$ cat src/rtl/fir_codec_tx_buffer.sv
// -----------------------------------------------------------------------------
// fir_codec_tx_buffer
//
// Stereo sample buffer between the left/right FIR filter outputs and the audio
// CODEC write interface.
//   * Each {in_left,in_right} pair presented with in_valid is queued in a
//     DEPTH-entry FIFO.
//   * A three-process FSM drains the FIFO into an output register pair. It
//     issues one single-cycle write strobe per pair once write_ready is seen.
//   * Each sample is sign-preserving scaled to the CODEC's 24-bit word:
//     {sample, 8'h00}.
//   * A pair arriving while the FIFO is full, with no pop in the same cycle,
//     is dropped. The drop sets the sticky overflow flag.
//
// Optional feature (macro FIR_TX_DROP_COUNT_EN):
//   When this macro is defined, the output drop_count[7:0] is added. It counts
//   dropped pairs and saturates at 255. clr_status clears it. A drop in the
//   same cycle as clr_status leaves it at 1.
//
// Ports:
//   ck               system clock
//   rst_n            asynchronous active-low reset
//   in_left/right    signed 16-bit samples from the FIRs
//   in_valid         one-cycle strobe, pair valid this cycle
//   write_ready      CODEC can accept a pair
//   clr_status       synchronous clear of overflow (and drop_count)
//   write            one-cycle write strobe to the CODEC
//   writedata_left/right  24-bit CODEC words
//   level            pairs held in the FIFO (output register excluded)
//   overflow         sticky drop flag
//   drop_count       dropped-pair counter (FIR_TX_DROP_COUNT_EN only)
// -----------------------------------------------------------------------------
module fir_codec_tx_buffer #(
    parameter int DEPTH = 8,
    parameter int LW    = $clog2(DEPTH) + 1
) (
    input  logic          ck,
    input  logic          rst_n,
    input  logic [15:0]   in_left,
    input  logic [15:0]   in_right,
    input  logic          in_valid,
    input  logic          write_ready,
    input  logic          clr_status,
    output logic          write,
    output logic [23:0]   writedata_left,
    output logic [23:0]   writedata_right,
    output logic [LW-1:0] level,
    output logic          overflow
`ifdef FIR_TX_DROP_COUNT_EN
    ,
    output logic [7:0]    drop_count
`endif
);

    localparam int AW = $clog2(DEPTH);

    typedef enum logic [1:0] {
        ST_IDLE  = 2'b00,
        ST_ARMED = 2'b01,
        ST_SENT  = 2'b10
    } state_t;

    state_t          state_r;
    state_t          state_next_s;

    logic [31:0]     mem_r [DEPTH];
    logic [AW-1:0]   wr_ptr_r;
    logic [AW-1:0]   rd_ptr_r;
    logic [LW-1:0]   count_r;

    logic            empty_s;
    logic            full_s;
    logic            load_s;
    logic            write_next_s;
    logic            push_s;
    logic            drop_s;
    logic [31:0]     head_s;

    // FIFO status and push/drop arbitration. A pop in the same cycle frees a slot.
    always_comb begin
        empty_s = (count_r == {LW{1'b0}});
        full_s  = (count_r == LW'(DEPTH));
        push_s  = in_valid & (~full_s | load_s);
        drop_s  = in_valid & full_s & ~load_s;
        head_s  = mem_r[rd_ptr_r];
    end

    // FSM state register.
    always_ff @(posedge ck or negedge rst_n) begin
        if (!rst_n) begin
            state_r <= ST_IDLE;
        end else begin
            state_r <= state_next_s;
        end
    end

    // FSM next-state logic.
    always_comb begin
        state_next_s = state_r;
        case (state_r)
            ST_IDLE: begin
                if (!empty_s) begin
                    state_next_s = ST_ARMED;
                end else begin
                    state_next_s = ST_IDLE;
                end
            end
            ST_ARMED: begin
                if (write_ready) begin
                    state_next_s = ST_SENT;
                end else begin
                    state_next_s = ST_ARMED;
                end
            end
            ST_SENT: begin
                if (!empty_s) begin
                    state_next_s = ST_ARMED;
                end else begin
                    state_next_s = ST_IDLE;
                end
            end
            default: begin
                state_next_s = ST_IDLE;
            end
        endcase
    end

    // FSM output decode: the FSM loads (pops) the head in IDLE or SENT and
    // strobes write after ARMED sees ready.
    always_comb begin
        load_s       = 1'b0;
        write_next_s = 1'b0;
        case (state_r)
            ST_IDLE: begin
                load_s = ~empty_s;
            end
            ST_ARMED: begin
                write_next_s = write_ready;
            end
            ST_SENT: begin
                load_s = ~empty_s;
            end
            default: begin
                load_s       = 1'b0;
                write_next_s = 1'b0;
            end
        endcase
    end

    // FIFO storage; contents need no reset because the pointers qualify them.
    always_ff @(posedge ck) begin
        if (push_s) begin
            mem_r[wr_ptr_r] <= {in_left, in_right};
        end
    end

    // FIFO pointers and occupancy. Pointers wrap naturally because DEPTH is a power of 2.
    always_ff @(posedge ck or negedge rst_n) begin
        if (!rst_n) begin
            wr_ptr_r <= {AW{1'b0}};
            rd_ptr_r <= {AW{1'b0}};
            count_r  <= {LW{1'b0}};
        end else begin
            if (push_s) begin
                wr_ptr_r <= wr_ptr_r + AW'(1);
            end
            if (load_s) begin
                rd_ptr_r <= rd_ptr_r + AW'(1);
            end
            case ({push_s, load_s})
                2'b10:   count_r <= count_r + LW'(1);
                2'b01:   count_r <= count_r - LW'(1);
                default: count_r <= count_r;
            endcase
        end
    end

    assign level = count_r;

    // Registered CODEC outputs. Each sample is scaled by 2^8, which keeps its sign bit.
    always_ff @(posedge ck or negedge rst_n) begin
        if (!rst_n) begin
            write           <= 1'b0;
            writedata_left  <= 24'h000000;
            writedata_right <= 24'h000000;
        end else begin
            write <= write_next_s;
            if (load_s) begin
                writedata_left  <= {head_s[31:16], 8'h00};
                writedata_right <= {head_s[15:0],  8'h00};
            end
        end
    end

    // Sticky overflow flag; a new drop takes priority over a clear.
    always_ff @(posedge ck or negedge rst_n) begin
        if (!rst_n) begin
            overflow <= 1'b0;
        end else if (drop_s) begin
            overflow <= 1'b1;
        end else if (clr_status) begin
            overflow <= 1'b0;
        end else begin
            overflow <= overflow;
        end
    end

`ifdef FIR_TX_DROP_COUNT_EN
    // Saturating dropped-pair counter; a clear with a concurrent drop restarts at 1.
    always_ff @(posedge ck or negedge rst_n) begin
        if (!rst_n) begin
            drop_count <= 8'd0;
        end else if (clr_status) begin
            drop_count <= drop_s ? 8'd1 : 8'd0;
        end else if (drop_s && (drop_count != 8'hFF)) begin
            drop_count <= drop_count + 8'd1;
        end else begin
            drop_count <= drop_count;
        end
    end
`endif

endmodule

$ cat config.mk
export PLATFORM = sky130hd
export DESIGN_NAME = fir_codec_tx_buffer
export DESIGN_NICKNAME = d
export VERILOG_FILES = /design/src/rtl/fir_codec_tx_buffer.sv
export SDC_FILE = /design/constraint.sdc
export NUM_CORES = 1
export LEC_CHECK = 0
export CORE_MARGIN = 1
export CORE_UTILIZATION = 58
export CTS_CLUSTER_SIZE = 10
export DETAILED_ROUTE_END_ITERATION = 8
export PLACE_DENSITY = 0.79
export SYNTH_ARGS = -nofsm -noshare
export SYNTH_HDL_FRONTEND = slang
export SYNTH_SLANG_ARGS = --single-unit
$ cat constraint.sdc
create_clock -name ck -period 4.01 [get_ports ck]
set_input_delay 1.203 -clock ck [delete_from_list [all_inputs] [get_ports ck]]
set_output_delay 1.203 -clock ck [all_outputs]
set_load 0.005 [all_outputs]
==> results.py, run 1 <==
metrics = {
    "synth": {
        "synth-xor-area-share_pct": 0.367,
        "synth_edf_count": 256,
        "ys_seq_area_share_pct": 74.0,
        "muxShareOfSynthArea_pct": 11.7,
        "yosys-top-cells-count": "edfxtp_1 (256), mux2_2 (66), mux2i_1 (65), dfrtp_1 (46)",
        "synth_compound_area_share_pct": 8.79,
        "ys_top_cells_by_area": "edfxtp_1 (64%), dfrtp_1 (9.6%), mux2_2 (6.2%), mux2i_1 (5.4%), a22o_1 (2.3%)",
        "synth.most_common_cell": "edfxtp_1",
        "synth.distinct_cells": 44,
        "synth_top_cell_area_share_pct": 64.3,
        "syn_inst": 694,
        "ys.flop_type": "edfxtp_1",
        "ys_async_sr_fraction_pct": 15.2,
        "synth_warnings": 0,
        "syn-cell-area_mm2": 0.0119,
        "yosysTopAreaCell": "edfxtp_1",
        "synthAdderAreaFrac_pct": 0.314,
        "synth_top_family_by_area": "multiplexers",
        "synth-seq-cells": 302,
        "yosys.area_share.simple_pct": 1.85,
        "postSynthAreaPerCell_um2": 17.2,
    },
    "global_routing": {
        "grt-ovfl-total": 0,
        "antenna_found_initial": 0,
        "track_usage_pct": 25.3,
        "grt_max_degree": 60,
        "grt_pass1_vias": 7058,
        "grt_pass1_wl_um": 40300,
    },
    "power": {
        "vdd_drop_max_uv": 493,
        "p_seq_share_pct": 42.8,
        "p_per_area_mw_per_mm2": 759,
        "p_int_mw": 7.30,
        "p_switching_mw": 3.40,
        "power_frac_comb_pct": 30.2,
        "cellLeakagePower_nw": 4.94,
        "clkPwrFrac_pct": 27.1,
        "switching_share_pct": 31.7,
    },
    "critical_path": {
        "r2r_cells": 4,
        "end_kind": "flop",
        "startpoint": "in_valid",
        "cp-start-kind": "input pin",
        "r2r_setup_slack_ns": 1.09,
        "cp-endpoint": "mem_r[3][14]$_DFFE_PP_",
        "arrival_ns": 3.37,
        "reg2reg_from": "state_r[0]$_DFF_PN0_",
        "critPathKind": "in -> reg",
        "cp_max_fo": 22,
        "cp_data_required_time_ns": 4.20,
        "reg2reg_to": "mem_r[3][14]$_DFFE_PP_",
    },
    "placement": {
        "place_area_mm2": 0.0131,
        "portBuffers": 74,
        "gp_congestion": 0.781,
        "place_hpwl_um": 15700,
    },
    "sta": {
        "max-slew-margin-rel_pct": 36.2,
        "finClkSkew_ns": 0.0193,
        "finalCriticalPeriod_ns": 3.18,
        "timing.hold.ws_ns": 0.475,
        "setup_violations": 0,
        "finalCritPeriodShare_pct": 79.4,
        "clock.fmax_mhz": 314,
        "worstMarginPinSlew_ns": 0.950,
        "tns_ns": 0,
        "report.final.hold_viol_count": 0,
        "rsz0062_at_grt": "no",
        "maxSlewViolCount": 0,
    },
    "cells_and_area": {
        "drive_above_1_share_pct": 17.6,
        "finalInstanceArea_mm2": 0.0141,
        "antennaDiodeCount": 0,
        "final_nets": 824,
        "areaGrowthSynthToFinish_pct": 18.0,
    },
    "worst_hold_path": {
        "hold_class": "reg -> reg",
    },
    "floorplanning": {
        "die-area_mm2": 0.0212,
        "die_w_um": 146,
        "start_util_pct": 59.0,
        "die_h_um": 146,
        "coreArea_mm2": 0.0202,
        "io_pins": 91,
        "rows": 52,
    },
    "run": {
        "maxCapViolations": 0,
    },
    "clock_network": {
        "clock_latency_ns": 0.51,
        "cts_setup_buffers": 0,
        "holdBufCountCts": 0,
        "cts_root_buffer": "clkbuf_16",
        "cts-resized-gates": 0,
        "cts_tree": "yes",
        "path_clk_slew_ns": 0.05,
        "htreeDepth": 2,
        "cts.path.max_buffers": 3,
        "cts_sinks": 302,
        "cts-buffers-inserted": 36,
    },
    "routing": {
        "drt_iter0_drc": 586,
        "drcViolationCount": 0,
        "avgViaCountPerCell": 6.18,
        "route.vias.total": 6683,
        "firstDrtPassIters": 7,
        "wire_per_inst_um": 24.2,
        "antenna_left": 0,
        "totalWireLength_um": 26100,
    },
    "outcome": {
        "outcome": "completed",
    },
}
==> metrics by stage <==
stage | instances | worst slack (ns) | power, mW | util (%)
floorplan | 709 | 0.523 | 6.53 | -
global placement | 1016 | 0.505 | 7.66 | 64.5
detailed placement | 1016 | 0.391 | 7.80 | 64.5
CTS | 1081 | 0.870 | 10.7 | 69.7
global route | 1081 | 0.755 | 11.2 | 69.7
finish | 1081 | 0.826 | 10.7 | 69.7
==> cells by family (layout without fill, tap and decap cells) <==
kind of cell / count (synthesis) / count (layout)
AO/OA/AOI/OAI: 150 / 150
XOR/XNOR: 5 / 5
adder cells (fa/ha/maj): 3 / 3
buffers and inverters: 64 / 166
flip-flops: 302 / 302
multiplexers: 131 / 131
other: 1 / 16
AND/OR/NAND/NOR: 38 / 38
==> routing by layer <==
layer | vias to the layer above | part of all wire [%] | GRT usage (%)
met5 | - | 0 | 0
met1 | 3413 | 41 | 35.1
li1 | 2912 | - | -
met4 | 0 | 2.0 | 8.58
met3 | 46 | 8.2 | 4.95
met2 | 312 | 49 | 40.5
==> layout by cell type (no fill, tap or decap), types with 6 or more instances in the layout <==
master,count
mux2_2,66
buf_4,16
clkdlybuf4s50_1,73
buf_12,6
edfxtp_1,256
o21ai_0,29
o22ai_1,33
conb_1,16
clkbuf_1,25
nor2_4,6
mux2i_1,65
clkbuf_16,37
dfrtp_1,45
o31ai_1,33
a22o_1,32
==> power by group through the flow <==
stage | registers, mW | clock network [mW] | logic, mW
after floorplan | 4.34 | 0 | 2.20
final | 4.58 | 2.90 | 3.23
after global routing | 4.64 | 3.06 | 3.46
after global placement | 4.57 | 0 | 3.09
after detailed placement | 4.61 | 0 | 3.19
after CTS | 4.57 | 2.93 | 3.24
==> area by class of cell <==
class	count	area, um^2
sequential	302	8840
fill	1231	6130
multi-input combinational	343	2880
clock buffer	62	1020
timing repair buffer	96	976
tap	270	338
clock inverter	3	26.3
inverter	5	18.8
==> worst max-delay path, cell delays in order <==
cell	delay, ns
clkdlybuf4s50_1	0.86
o211ai_1	0.50
nor2_4	0.52
buf_12	0.24
==> state kept, by name, summed over array words and instances, names as in the netlist <==
signal           count
overflow             1
rd_ptr_r             3
writedata_left      16
mem_r              256
write                1
state_r              2
wr_ptr_r             3
writedata_right     16
level                4
==> worst min path at each step <==
| stage | from | to | slack (ns) | cells after the start |
|---|---|---|---|---|
| floorplan | state_r[1]$_DFF_PN0_ | state_r[1]$_DFF_PN0_ | 0.43 | 1 |
| finish | state_r[1]$_DFF_PN0_ | state_r[1]$_DFF_PN0_ | 0.47 | 1 |
| CTS | state_r[1]$_DFF_PN0_ | state_r[1]$_DFF_PN0_ | 0.48 | 1 |
| global route | state_r[1]$_DFF_PN0_ | state_r[1]$_DFF_PN0_ | 0.50 | 1 |
| global placement | state_r[1]$_DFF_PN0_ | state_r[1]$_DFF_PN0_ | 0.45 | 1 |
| detailed placement | state_r[1]$_DFF_PN0_ | state_r[1]$_DFF_PN0_ | 0.47 | 1 |
(Power assumes the default switching activity.)
==> run 2, diff against run 1 <==
- clock period: 4.01 -> 3.3 ns (I/O delays scaled with it)
==> run 2 against run 1 <==
Net effect: worst hold slack worse by 0.0088 ns; register-to-register slack worse by 0.10 ns; clock skew down 0.0075 ns; sequential power up 19%; critical path type is now reg -> out; sequential share of layout area down 0.48 points; first-iteration DRC count down 18%; non-clock buffer count up 10; critical endpoint is now level[2]; largest cell class unchanged.
==> results.py, run 2 (synthesis gave the netlist of run 1 again) <==
metrics = {
    "sta": {
        "worstMarginPinSlew_ns": 0.757,
        "finClkSkew_ns": 0.0118,
        "clock.fmax_mhz": 354,
        "maxSlewViolCount": 0,
        "setup_violations": 0,
        "finalCriticalPeriod_ns": 2.82,
        "rsz0062_at_grt": "no",
        "max-slew-margin-rel_pct": 49.5,
        "finalCritPeriodShare_pct": 85.6,
        "tns_ns": 0,
        "report.final.hold_viol_count": 0,
    },
    "cells_and_area": {
        "layout_commonest_cell": "edfxtp_1",
        "final_cell_mix": "edfxtp_1 (256), clkdlybuf4s50_1 (73), mux2_2 (66), mux2i_1 (65), dfrtp_1 (45)",
        "antennaDiodeCount": 0,
        "largest_register_ff_count": 256,
        "drive_above_1_share_pct": 18.5,
        "largestRegisters": "mem_r x256, writedata_left x16, writedata_right x16",
        "areaGrowthSynthToFinish_pct": 18.9,
        "final_nets": 834,
        "final_core_util_pct": 70.2,
        "fillers": 1230,
        "top_register": "mem_r",
    },
    "floorplanning": {
        "rows": 52,
        "die_h_um": 146,
        "coreArea_mm2": 0.0202,
        "io_pins": 91,
        "die-area_mm2": 0.0212,
        "start_util_pct": 59.0,
        "die_w_um": 146,
    },
    "global_routing": {
        "grt_pass1_wl_um": 39000,
        "grt-ovfl-total": 0,
        "antenna_found_initial": 0,
        "grt_pass1_vias": 6720,
        "track_usage_pct": 24.5,
        "grt_max_degree": 56,
    },
    "critical_path": {
        "crit_buf_inv": 1,
        "reg2reg_to": "level[2]$_DFFE_PN0P_",
        "slowest_stage": "dfrtp_1",
        "r2r_cells": 7,
        "arrival_ns": 1.83,
        "r2r_setup_slack_ns": 0.99,
        "end_kind": "output port",
        "slowest_delay_ns": 0.72,
        "path_cells": "clkdlybuf4s50_1",
        "reg2reg_from": "state_r[0]$_DFF_PN0_",
        "cp_top_family": "flip-flops",
        "critPathKind": "reg -> out",
        "cp_max_fo": 17,
        "cp-start-kind": "flop",
        "cp_data_required_time_ns": 2.31,
    },
    "clock_network": {
        "cts_setup_buffers": 0,
        "path_clk_slew_ns": 0.06,
        "htreeDepth": 2,
        "holdBufCountCts": 0,
        "cts_sinks": 302,
        "cts-resized-gates": 0,
        "cts.path.max_buffers": 3,
        "cts-buffers-inserted": 36,
        "cts_root_buffer": "clkbuf_16",
        "clock_latency_ns": 0.50,
        "cts_tree": "yes",
    },
    "routing": {
        "avgViaCountPerCell": 6.16,
        "totalWireLength_um": 25400,
        "antenna_left": 0,
        "wire_per_inst_um": 23.3,
        "drcViolationCount": 0,
        "drt_iter0_drc": 480,
        "firstDrtPassIters": 5,
        "route.vias.total": 6709,
    },
    "placement": {
        "place_hpwl_um": 15300,
        "gp_congestion": 0.810,
        "portBuffers": 74,
    },
    "power": {
        "vdd_drop_max_uv": 486,
        "p_per_area_mw_per_mm2": 916,
        "cellLeakagePower_nw": 5.00,
    },
    "run": {
        "maxCapViolations": 0,
    },
    "worst_hold_path": {
        "holdPathEnd": "write$_DFF_PN0_",
        "hold_start": "state_r[1]$_DFF_PN0_",
        "min_path_cells": 1,
        "hold_class": "reg -> reg",
    },
    "outcome": {
        "outcome": "completed",
    },
}
[run 2: through the flow]
stage | power (mW) | area, um^2 | cells | hold WS [ns] | setup WS, ns
after floorplan | 7.94 | 12000 | 709 | 0.433 | 0.0264
after global placement | 9.34 | 13200 | 1026 | 0.448 | 0.323
after detailed placement | 9.53 | 13200 | 1026 | 0.452 | 0.163
after CTS | 13.1 | 14200 | 1090 | 0.463 | 0.469
after global routing | 13.6 | 14200 | 1090 | 0.500 | 0.393
final | 13.0 | 14200 | 1090 | 0.466 | 0.476
[run 2: worst max path at each step]
stage	startpoint	depth (start not counted)	endpoint
after global placement	in_valid	8	level[1]$_DFFE_PN0P_
after CTS	level[2]$_DFFE_PN0P_	1	level[2]
after detailed placement	in_valid	7	level[2]$_DFFE_PN0P_
final	level[2]$_DFFE_PN0P_	1	level[2]
after global routing	level[2]$_DFFE_PN0P_	1	level[2]
after floorplan	in_valid	3	mem_r[7][0]$_DFFE_PP_
[run 2: layout make-up]
cell class | instances | area [um^2] | share of cell area (%)
clock buffer | 63 | 1030 | 7.27
clock inverter | 1 | 8.76 | 0.0616
inverter | 5 | 18.8 | 0.132
multi-input combinational | 343 | 2880 | 20.3
sequential | 302 | 8840 | 62.2
tap | 270 | 338 | 2.38
timing repair buffer | 106 | 1090 | 7.66
[run 2: power by group]
part           switching [mW]  total [mW]  internal (mW)
Combinational            2.13        4.04           1.90
Sequential              0.539        5.47           4.93
Clock                    1.40        3.51           2.11
Total                    4.07        13.0           8.95
[run 2: routing by layer]
metal | vias to the layer above | global-route usage (%) | part of all wire (%)
met5 | - | 0 | 0
met3 | 41 | 3.70 | 7.3
met1 | 3414 | 35.5 | 43
met2 | 315 | 38.9 | 48
met4 | 0 | 7.89 | 1.6
li1 | 2939 | - | -
